$ cat config.mk
export PLATFORM = sky130hd
export DESIGN_NAME = multicycle_sequencer_flat
export DESIGN_NICKNAME = d
export VERILOG_FILES = /design/src/rtl/multicycle_sequencer_if.sv /design/src/rtl/multicycle_sequencer.sv /design/src/flat_wrapper.sv
export SDC_FILE = /design/constraint.sdc
export NUM_CORES = 1
export LEC_CHECK = 0
export BUFFER_PORTS_ARGS = -buffer_cell sky130_fd_sc_hd__buf_2
export CAP_MARGIN = 20
export CORE_MARGIN = 2
export CORE_UTILIZATION = 45
export CTS_CLUSTER_SIZE = 25
export DETAILED_ROUTE_END_ITERATION = 16
export PLACE_DENSITY_LB_ADDON = 0.1
export SETUP_SLACK_MARGIN = 0.15
export SLEW_MARGIN = 30
export SYNTH_ARGS = -nofsm -noshare
export SYNTH_HDL_FRONTEND = slang
export SYNTH_SLANG_ARGS = --single-unit
$ cat constraint.sdc
create_clock -name clk -period 2.1 [get_ports clk]
set_clock_uncertainty 0.05 [all_clocks]
set_input_delay 0.42 -clock clk [delete_from_list [all_inputs] [get_ports clk]]
set_output_delay 0.42 -clock clk [all_outputs]
set_load 0.01 [all_outputs]
$ cat src/rtl/multicycle_sequencer_if.sv
// Control/status bundle between the multicycle sequencer and the MIPS datapath.
// master = sequencer (drives selects/enables), slave = datapath side.
interface multicycle_sequencer_if;
    logic [5:0] opcode;
    logic       zero;
    logic       mem_ready;

    logic       pc_write;
    logic [1:0] pc_src;
    logic       ir_write;
    logic       iord;
    logic       mem_read;
    logic       mem_write;
    logic       reg_write;
    logic       reg_dst;
    logic       mem_to_reg;
    logic       alu_src_a;
    logic [1:0] alu_src_b;
    logic [1:0] alu_op;
    logic [3:0] state;
    logic       halted;
    logic       illegal_op;
    logic       bus_error;

    modport master (
        input  opcode, zero, mem_ready,
        output pc_write, pc_src, ir_write, iord, mem_read, mem_write,
               reg_write, reg_dst, mem_to_reg, alu_src_a, alu_src_b, alu_op,
               state, halted, illegal_op, bus_error
    );

    modport slave (
        output opcode, zero, mem_ready,
        input  pc_write, pc_src, ir_write, iord, mem_read, mem_write,
               reg_write, reg_dst, mem_to_reg, alu_src_a, alu_src_b, alu_op,
               state, halted, illegal_op, bus_error
    );
endinterface

$ cat src/rtl/multicycle_sequencer.sv
// Multicycle MIPS control FSM: sequences fetch/decode/execute/memory/write-back
// over one shared memory port, with a memory-wait watchdog that halts on timeout.
module multicycle_sequencer #(
    parameter int unsigned MEM_WAIT_LIMIT = 15
) (
    input logic                  clk,
    input logic                  rst_n,
    multicycle_sequencer_if.master bus
);
    typedef enum logic [3:0] {
        FETCH    = 4'd0,
        DECODE   = 4'd1,
        MEM_ADDR = 4'd2,
        MEM_RD   = 4'd3,
        WB_MEM   = 4'd4,
        MEM_WR   = 4'd5,
        EXEC_R   = 4'd6,
        WB_R     = 4'd7,
        EXEC_I   = 4'd8,
        WB_I     = 4'd9,
        BRANCH   = 4'd10,
        JUMP     = 4'd11,
        HALT     = 4'd15
    } state_t;

    localparam logic [5:0] OP_RTYPE = 6'b000000;
    localparam logic [5:0] OP_ADDI  = 6'b001000;
    localparam logic [5:0] OP_LW    = 6'b100011;
    localparam logic [5:0] OP_SW    = 6'b101011;
    localparam logic [5:0] OP_BEQ   = 6'b000100;
    localparam logic [5:0] OP_BNE   = 6'b000101;
    localparam logic [5:0] OP_J     = 6'b000010;

    localparam logic [7:0] WAIT_LIMIT = 8'(MEM_WAIT_LIMIT);

    state_t     state_q, state_d;
    logic [7:0] wait_q;
    logic [5:0] op_q;
    logic       illegal_q, bus_err_q;
    logic       wait_state, timeout, decode_bad;

    assign wait_state = (state_q == FETCH) || (state_q == MEM_RD) || (state_q == MEM_WR);
    assign timeout    = wait_state && !bus.mem_ready && (wait_q == WAIT_LIMIT);

    // NOTE: every always_comb output gets a default first so no path leaves it
    // unassigned, which would otherwise infer a latch.
    always_comb begin
        state_d    = state_q;
        decode_bad = 1'b0;
        case (state_q)
            FETCH:  if (bus.mem_ready) state_d = DECODE;
                    else if (timeout)  state_d = HALT;
            DECODE: begin
                case (bus.opcode)
                    OP_RTYPE:       state_d = EXEC_R;
                    OP_ADDI:        state_d = EXEC_I;
                    OP_LW, OP_SW:   state_d = MEM_ADDR;
                    OP_BEQ, OP_BNE: state_d = BRANCH;
                    OP_J:           state_d = JUMP;
                    default: begin
                        state_d    = HALT;
                        decode_bad = 1'b1;
                    end
                endcase
            end
            MEM_ADDR: state_d = (op_q == OP_LW) ? MEM_RD : MEM_WR;
            MEM_RD: if (bus.mem_ready) state_d = WB_MEM;
                    else if (timeout)  state_d = HALT;
            MEM_WR: if (bus.mem_ready) state_d = FETCH;
                    else if (timeout)  state_d = HALT;
            EXEC_R:                  state_d = WB_R;
            EXEC_I:                  state_d = WB_I;
            WB_MEM, WB_R, WB_I:      state_d = FETCH;
            BRANCH, JUMP:            state_d = FETCH;
            HALT:                    state_d = HALT;
            default:                 state_d = HALT;
        endcase
    end

    // NOTE: sequential state uses non-blocking assignments so every register
    // samples the pre-edge values regardless of statement order.
    always_ff @(posedge clk or negedge rst_n) begin
        if (!rst_n) begin
            state_q   <= FETCH;
            wait_q    <= 8'd0;
            op_q      <= 6'd0;
            illegal_q <= 1'b0;
            bus_err_q <= 1'b0;
        end else begin
            state_q <= state_d;
            // Counter restarts on any state change, so each memory state begins at 0.
            if (state_d != state_q || bus.mem_ready) wait_q <= 8'd0;
            else if (wait_state)                     wait_q <= wait_q + 8'd1;
            if (state_q == DECODE) op_q <= bus.opcode;
            if (decode_bad && state_q == DECODE) illegal_q <= 1'b1;
            if (timeout) bus_err_q <= 1'b1;
        end
    end

    always_comb begin
        bus.pc_write   = 1'b0;
        bus.pc_src     = 2'b00;
        bus.ir_write   = 1'b0;
        bus.iord       = 1'b0;
        bus.mem_read   = 1'b0;
        bus.mem_write  = 1'b0;
        bus.reg_write  = 1'b0;
        bus.reg_dst    = 1'b0;
        bus.mem_to_reg = 1'b0;
        bus.alu_src_a  = 1'b0;
        bus.alu_src_b  = 2'b00;
        bus.alu_op     = 2'b00;
        case (state_q)
            FETCH: begin
                bus.mem_read  = 1'b1;
                bus.alu_src_b = 2'b01;
                bus.ir_write  = bus.mem_ready;
                bus.pc_write  = bus.mem_ready;
            end
            DECODE:   bus.alu_src_b = 2'b11;
            MEM_ADDR: begin
                bus.alu_src_a = 1'b1;
                bus.alu_src_b = 2'b10;
            end
            MEM_RD: begin
                bus.mem_read = 1'b1;
                bus.iord     = 1'b1;
            end
            WB_MEM: begin
                bus.reg_write  = 1'b1;
                bus.mem_to_reg = 1'b1;
            end
            MEM_WR: begin
                bus.mem_write = 1'b1;
                bus.iord      = 1'b1;
            end
            EXEC_R: begin
                bus.alu_src_a = 1'b1;
                bus.alu_op    = 2'b10;
            end
            WB_R: begin
                bus.reg_write = 1'b1;
                bus.reg_dst   = 1'b1;
            end
            EXEC_I: begin
                bus.alu_src_a = 1'b1;
                bus.alu_src_b = 2'b10;
            end
            WB_I:     bus.reg_write = 1'b1;
            BRANCH: begin
                bus.alu_src_a = 1'b1;
                bus.alu_op    = 2'b01;
                bus.pc_src    = 2'b01;
                bus.pc_write  = (op_q == OP_BEQ) ? bus.zero : ~bus.zero;
            end
            JUMP: begin
                bus.pc_write = 1'b1;
                bus.pc_src   = 2'b10;
            end
            default: ;
        endcase
    end

    assign bus.state      = state_q;
    assign bus.halted     = (state_q == HALT);
    assign bus.illegal_op = illegal_q;
    assign bus.bus_error  = bus_err_q;
endmodule

$ cat src/flat_wrapper.sv
// flat-port wrapper written by rule: the top's interface ports become plain ports
module multicycle_sequencer_flat 
#(
    parameter int unsigned MEM_WAIT_LIMIT = 15
)
  (clk, rst_n, bus_opcode, bus_zero, bus_mem_ready, bus_pc_write, bus_pc_src, bus_ir_write, bus_iord, bus_mem_read, bus_mem_write, bus_reg_write, bus_reg_dst, bus_mem_to_reg, bus_alu_src_a, bus_alu_src_b, bus_alu_op, bus_state, bus_halted, bus_illegal_op, bus_bus_error);
  multicycle_sequencer_if bus_i ();
  input logic clk;
  input logic rst_n;
  input wire logic [$bits(bus_i.opcode)-1:0] bus_opcode;
  input wire logic [$bits(bus_i.zero)-1:0] bus_zero;
  input wire logic [$bits(bus_i.mem_ready)-1:0] bus_mem_ready;
  output wire logic [$bits(bus_i.pc_write)-1:0] bus_pc_write;
  output wire logic [$bits(bus_i.pc_src)-1:0] bus_pc_src;
  output wire logic [$bits(bus_i.ir_write)-1:0] bus_ir_write;
  output wire logic [$bits(bus_i.iord)-1:0] bus_iord;
  output wire logic [$bits(bus_i.mem_read)-1:0] bus_mem_read;
  output wire logic [$bits(bus_i.mem_write)-1:0] bus_mem_write;
  output wire logic [$bits(bus_i.reg_write)-1:0] bus_reg_write;
  output wire logic [$bits(bus_i.reg_dst)-1:0] bus_reg_dst;
  output wire logic [$bits(bus_i.mem_to_reg)-1:0] bus_mem_to_reg;
  output wire logic [$bits(bus_i.alu_src_a)-1:0] bus_alu_src_a;
  output wire logic [$bits(bus_i.alu_src_b)-1:0] bus_alu_src_b;
  output wire logic [$bits(bus_i.alu_op)-1:0] bus_alu_op;
  output wire logic [$bits(bus_i.state)-1:0] bus_state;
  output wire logic [$bits(bus_i.halted)-1:0] bus_halted;
  output wire logic [$bits(bus_i.illegal_op)-1:0] bus_illegal_op;
  output wire logic [$bits(bus_i.bus_error)-1:0] bus_bus_error;
  assign bus_i.opcode = bus_opcode;
  assign bus_i.zero = bus_zero;
  assign bus_i.mem_ready = bus_mem_ready;
  assign bus_pc_write = bus_i.pc_write;
  assign bus_pc_src = bus_i.pc_src;
  assign bus_ir_write = bus_i.ir_write;
  assign bus_iord = bus_i.iord;
  assign bus_mem_read = bus_i.mem_read;
  assign bus_mem_write = bus_i.mem_write;
  assign bus_reg_write = bus_i.reg_write;
  assign bus_reg_dst = bus_i.reg_dst;
  assign bus_mem_to_reg = bus_i.mem_to_reg;
  assign bus_alu_src_a = bus_i.alu_src_a;
  assign bus_alu_src_b = bus_i.alu_src_b;
  assign bus_alu_op = bus_i.alu_op;
  assign bus_state = bus_i.state;
  assign bus_halted = bus_i.halted;
  assign bus_illegal_op = bus_i.illegal_op;
  assign bus_bus_error = bus_i.bus_error;
  multicycle_sequencer #(.MEM_WAIT_LIMIT(MEM_WAIT_LIMIT)) u_core (.clk(clk), .rst_n(rst_n), .bus(bus_i));
endmodule
==> impl_results.md <==
- Run status: finished with violations
- Violated checks: negative hold slack, negative setup slack
- Sequential-to-total area share from yosys stat: 33.0%
- Worst-path clk slew: 120 ps
- CTS tree: built
- Most common cell after layout, fill and taps aside: buf_2
- WL final: 4120 um
- Delay-heaviest family, CP: simple AND/OR/NAND/NOR gates
- Pleak: 0.899 nW
- Share of cells above drive strength 1: 47.5%
- Die Area: 3850 um^2
- Worst setup SP type: register
- Crit-path cells: or4b_4 > nor3_4 > xnor2_1 > o2111ai_1 > nand2b_1 > buf_2
- Warnings from Yosys: 0
- Vias: 1560
- Mapped cell area: 1520 um^2
- MaxCap Viol Count: 0
- Via density: 5.80
- Largest net degree at the start of global routing: 21
- Critical path type: register to primary output
- I/O pin count: 32
- CP max stage delay: 560 ps
- Worst Path Required: 1630 ps
- Post-DRT Antenna Nets: 0
- Drt first pass iters: 5
- RSZ-0062 raised after global routing: true
- Syn Inst Count: 170
- Slew Viols, Final: 0
- Worst setup EP type: primary output
- Fin crit period: 2400 ps
- Register bit total from synthesis: 20
- EDFF count, synth: 0
- Area grow syn2layout: 39.4%
- Initial core utilization: 46.2%
- VDD IR-drop max: 0.785 mV
- Initial antenna violation count: 0
- Grt total ovfl: 0
- IO Port Bufs: 31
- Clk Latency, worst-skew pair: 300 ps
- Routed wire per std cell: 15.3 um
- Core area: 3280 um^2
- CTS Buffer Depth: 2
- Post-synth cell types: 52
- Area of the multi-input gates: 1120 um^2
- Clock sinks: 20
- Syn_area_per_cell: 8.93 um^2
- Ant diodes: 0
- Setup TNS: -1090 ps
- Most frequent cells in the layout: buf_2, buf_4, nor2_1
- Nets@finish: 235
- FFs w/ async S/R, synth: 100%
- Crit path max fanout: 2
- Cell Rows: 21
- # DRC: 0
- Reg area: 504 um^2
- Fmax: 417 MHz
- DPL Wire Length: 2960 um
- R2R Setup Slk: -120 ps
- Fin crit share: 114%
- Hold_buf cts: 0
- Filler cell count: 274
- Final setup margin: -297 ps
- Ys flop type: dfrtp_1
- Total global-route track usage: 22.7%
- Die width: 62.1 um
- Reg2reg path depth: 8
- First-pass GRT wire length: 6550 um
- Final hold vios: 9
- CP Buf/Inv Count: 1
- Power Total: 3.08 mW
- Final hold slack: -7.54 ps
- Synthesized net count: 181
- Final Setup Violations: 9
- Root Buffer: clkbuf_4
- Slowest-stage cell, CP: or4b_4
- Vias in the first global route: 1389
- Pwr/cell area: 1450 nW/um^2
- Crit Reg-Reg Startpoint: u_core.op_q[3]$_DFFE_PN0P_
- Iteration-0 DRC Markers: 70
- Placer congestion estimate: 0.817
- Die height: 62.1 um
- HP Class: primary input to async pin
- Worst reg2reg endpoint: u_core.wait_q[6]$_DFFE_PN0P_
- Htree depth: 1
- Data arrival time of the worst path: 1930 ps
- Worst Tran Pin Value: 453 ps
- Slew margin rel.: 69.8%
- Inserted Clock Buffers: 3
## metal layers
metal	wire (um)	GRT usage [%]	vias up
li1	-	-	745
met1	1730	30.4	760
met2	2160	37.8	53
met3	216	3.52	2
met4	16	6.38	0
met5	0	0	-
## cell families (layout without fill, tap and decap cells)
kind of cell             count (synthesis)  in the layout  share of synthesized area [%]
XOR/XNOR                                 9              9                           5.19
adder cells (fa/ha/maj)                  1              1                          0.824
AND/OR/NAND/NOR                         90             90                           35.4
flip-flops                              20             20                           33.0
AO/OA/AOI/OAI                           32             32                           16.2
buffers and inverters                   10             63                           3.54
multiplexers                             8              8                           5.77
## through the flow
step                      setup WS, ps  utilization [%]  area [um^2]  std cells  hold WS, ps
final                             -297             64.4         2120        269        -7.54
after global routing              -385             64.4         2120        269         24.4
after CTS                         -287             61.7         2030        265         6.72
after detailed placement         -8.63             55.0         1810        252          349
after global placement            43.5             55.0         1810        252          342
after floorplan                    170                -         1530        170         74.4
## where the power goes
| part | internal (mW) | switching (mW) | leakage [nW] |
|---|---|---|---|
| Combinational | 1.05 | 1.17 | 0.628 |
| Clock | 0.106 | 0.123 | 0.0210 |
| Sequential | 0.496 | 0.124 | 0.250 |
| Total | 1.66 | 1.42 | 0.899 |
## Yosys cell counts, types with 2 or more instances
library cell	count	area share (%)
a21oi_1	4	1.3
a31oi_1	2	0.82
a32oi_1	2	1.2
and3_1	4	1.6
buf_2	4	1.3
clkbuf_1	3	0.74
dfrtp_1	20	33
mux2_2	6	4.5
mux2i_1	2	1.3
nand2_1	14	3.5
nand2b_1	11	4.5
nand3_1	5	1.6
nand4_1	2	0.82
nor2_1	22	5.4
nor2b_1	4	1.6
nor3_1	4	1.3
nor3_2	3	2.0
nor4_1	8	3.3
nor4b_1	3	1.7
o21ai_0	6	2.0
o221ai_1	2	1.2
o22ai_1	2	0.82
xnor2_1	8	4.6
## state kept, by name, summed over array words and instances, names as in the netlist
name	cells
u_core.wait_q	8
u_core.op_q	6
u_core.bus.state	4
u_core.bus.bus_error	1
u_core.bus.illegal_op	1
## worst max path at each step
stage / slack [ps] / cells after the start / end / from
floorplan: 170 / 6 / u_core.wait_q[0]$_DFFE_PN0P_ / u_core.bus.state[2]$_DFF_PN0_
global placement: 40 / 6 / bus_pc_write / u_core.op_q[3]$_DFFE_PN0P_
detailed placement: -9 / 6 / bus_pc_write / u_core.op_q[3]$_DFFE_PN0P_
CTS: -290 / 6 / bus_pc_write / u_core.op_q[3]$_DFFE_PN0P_
global route: -380 / 6 / bus_pc_write / u_core.op_q[3]$_DFFE_PN0P_
finish: -300 / 6 / bus_pc_write / u_core.op_q[3]$_DFFE_PN0P_
## area by class of cell
cell class	instances	share of cell area (%)
clock buffer	4	1.71
multi-input combinational	140	53.2
sequential	20	23.8
tap	46	2.72
timing repair buffer	59	18.6
## timing repair
| item | CTS | global route |
|---|---|---|
| buffers inserted | 9 | 4 |
| setup endpoints to repair | 23 | 20 |
| gates resized for setup | 19 | 13 |
| pin swaps | 5 | 4 |
Power figures use the tool's default switching activity.
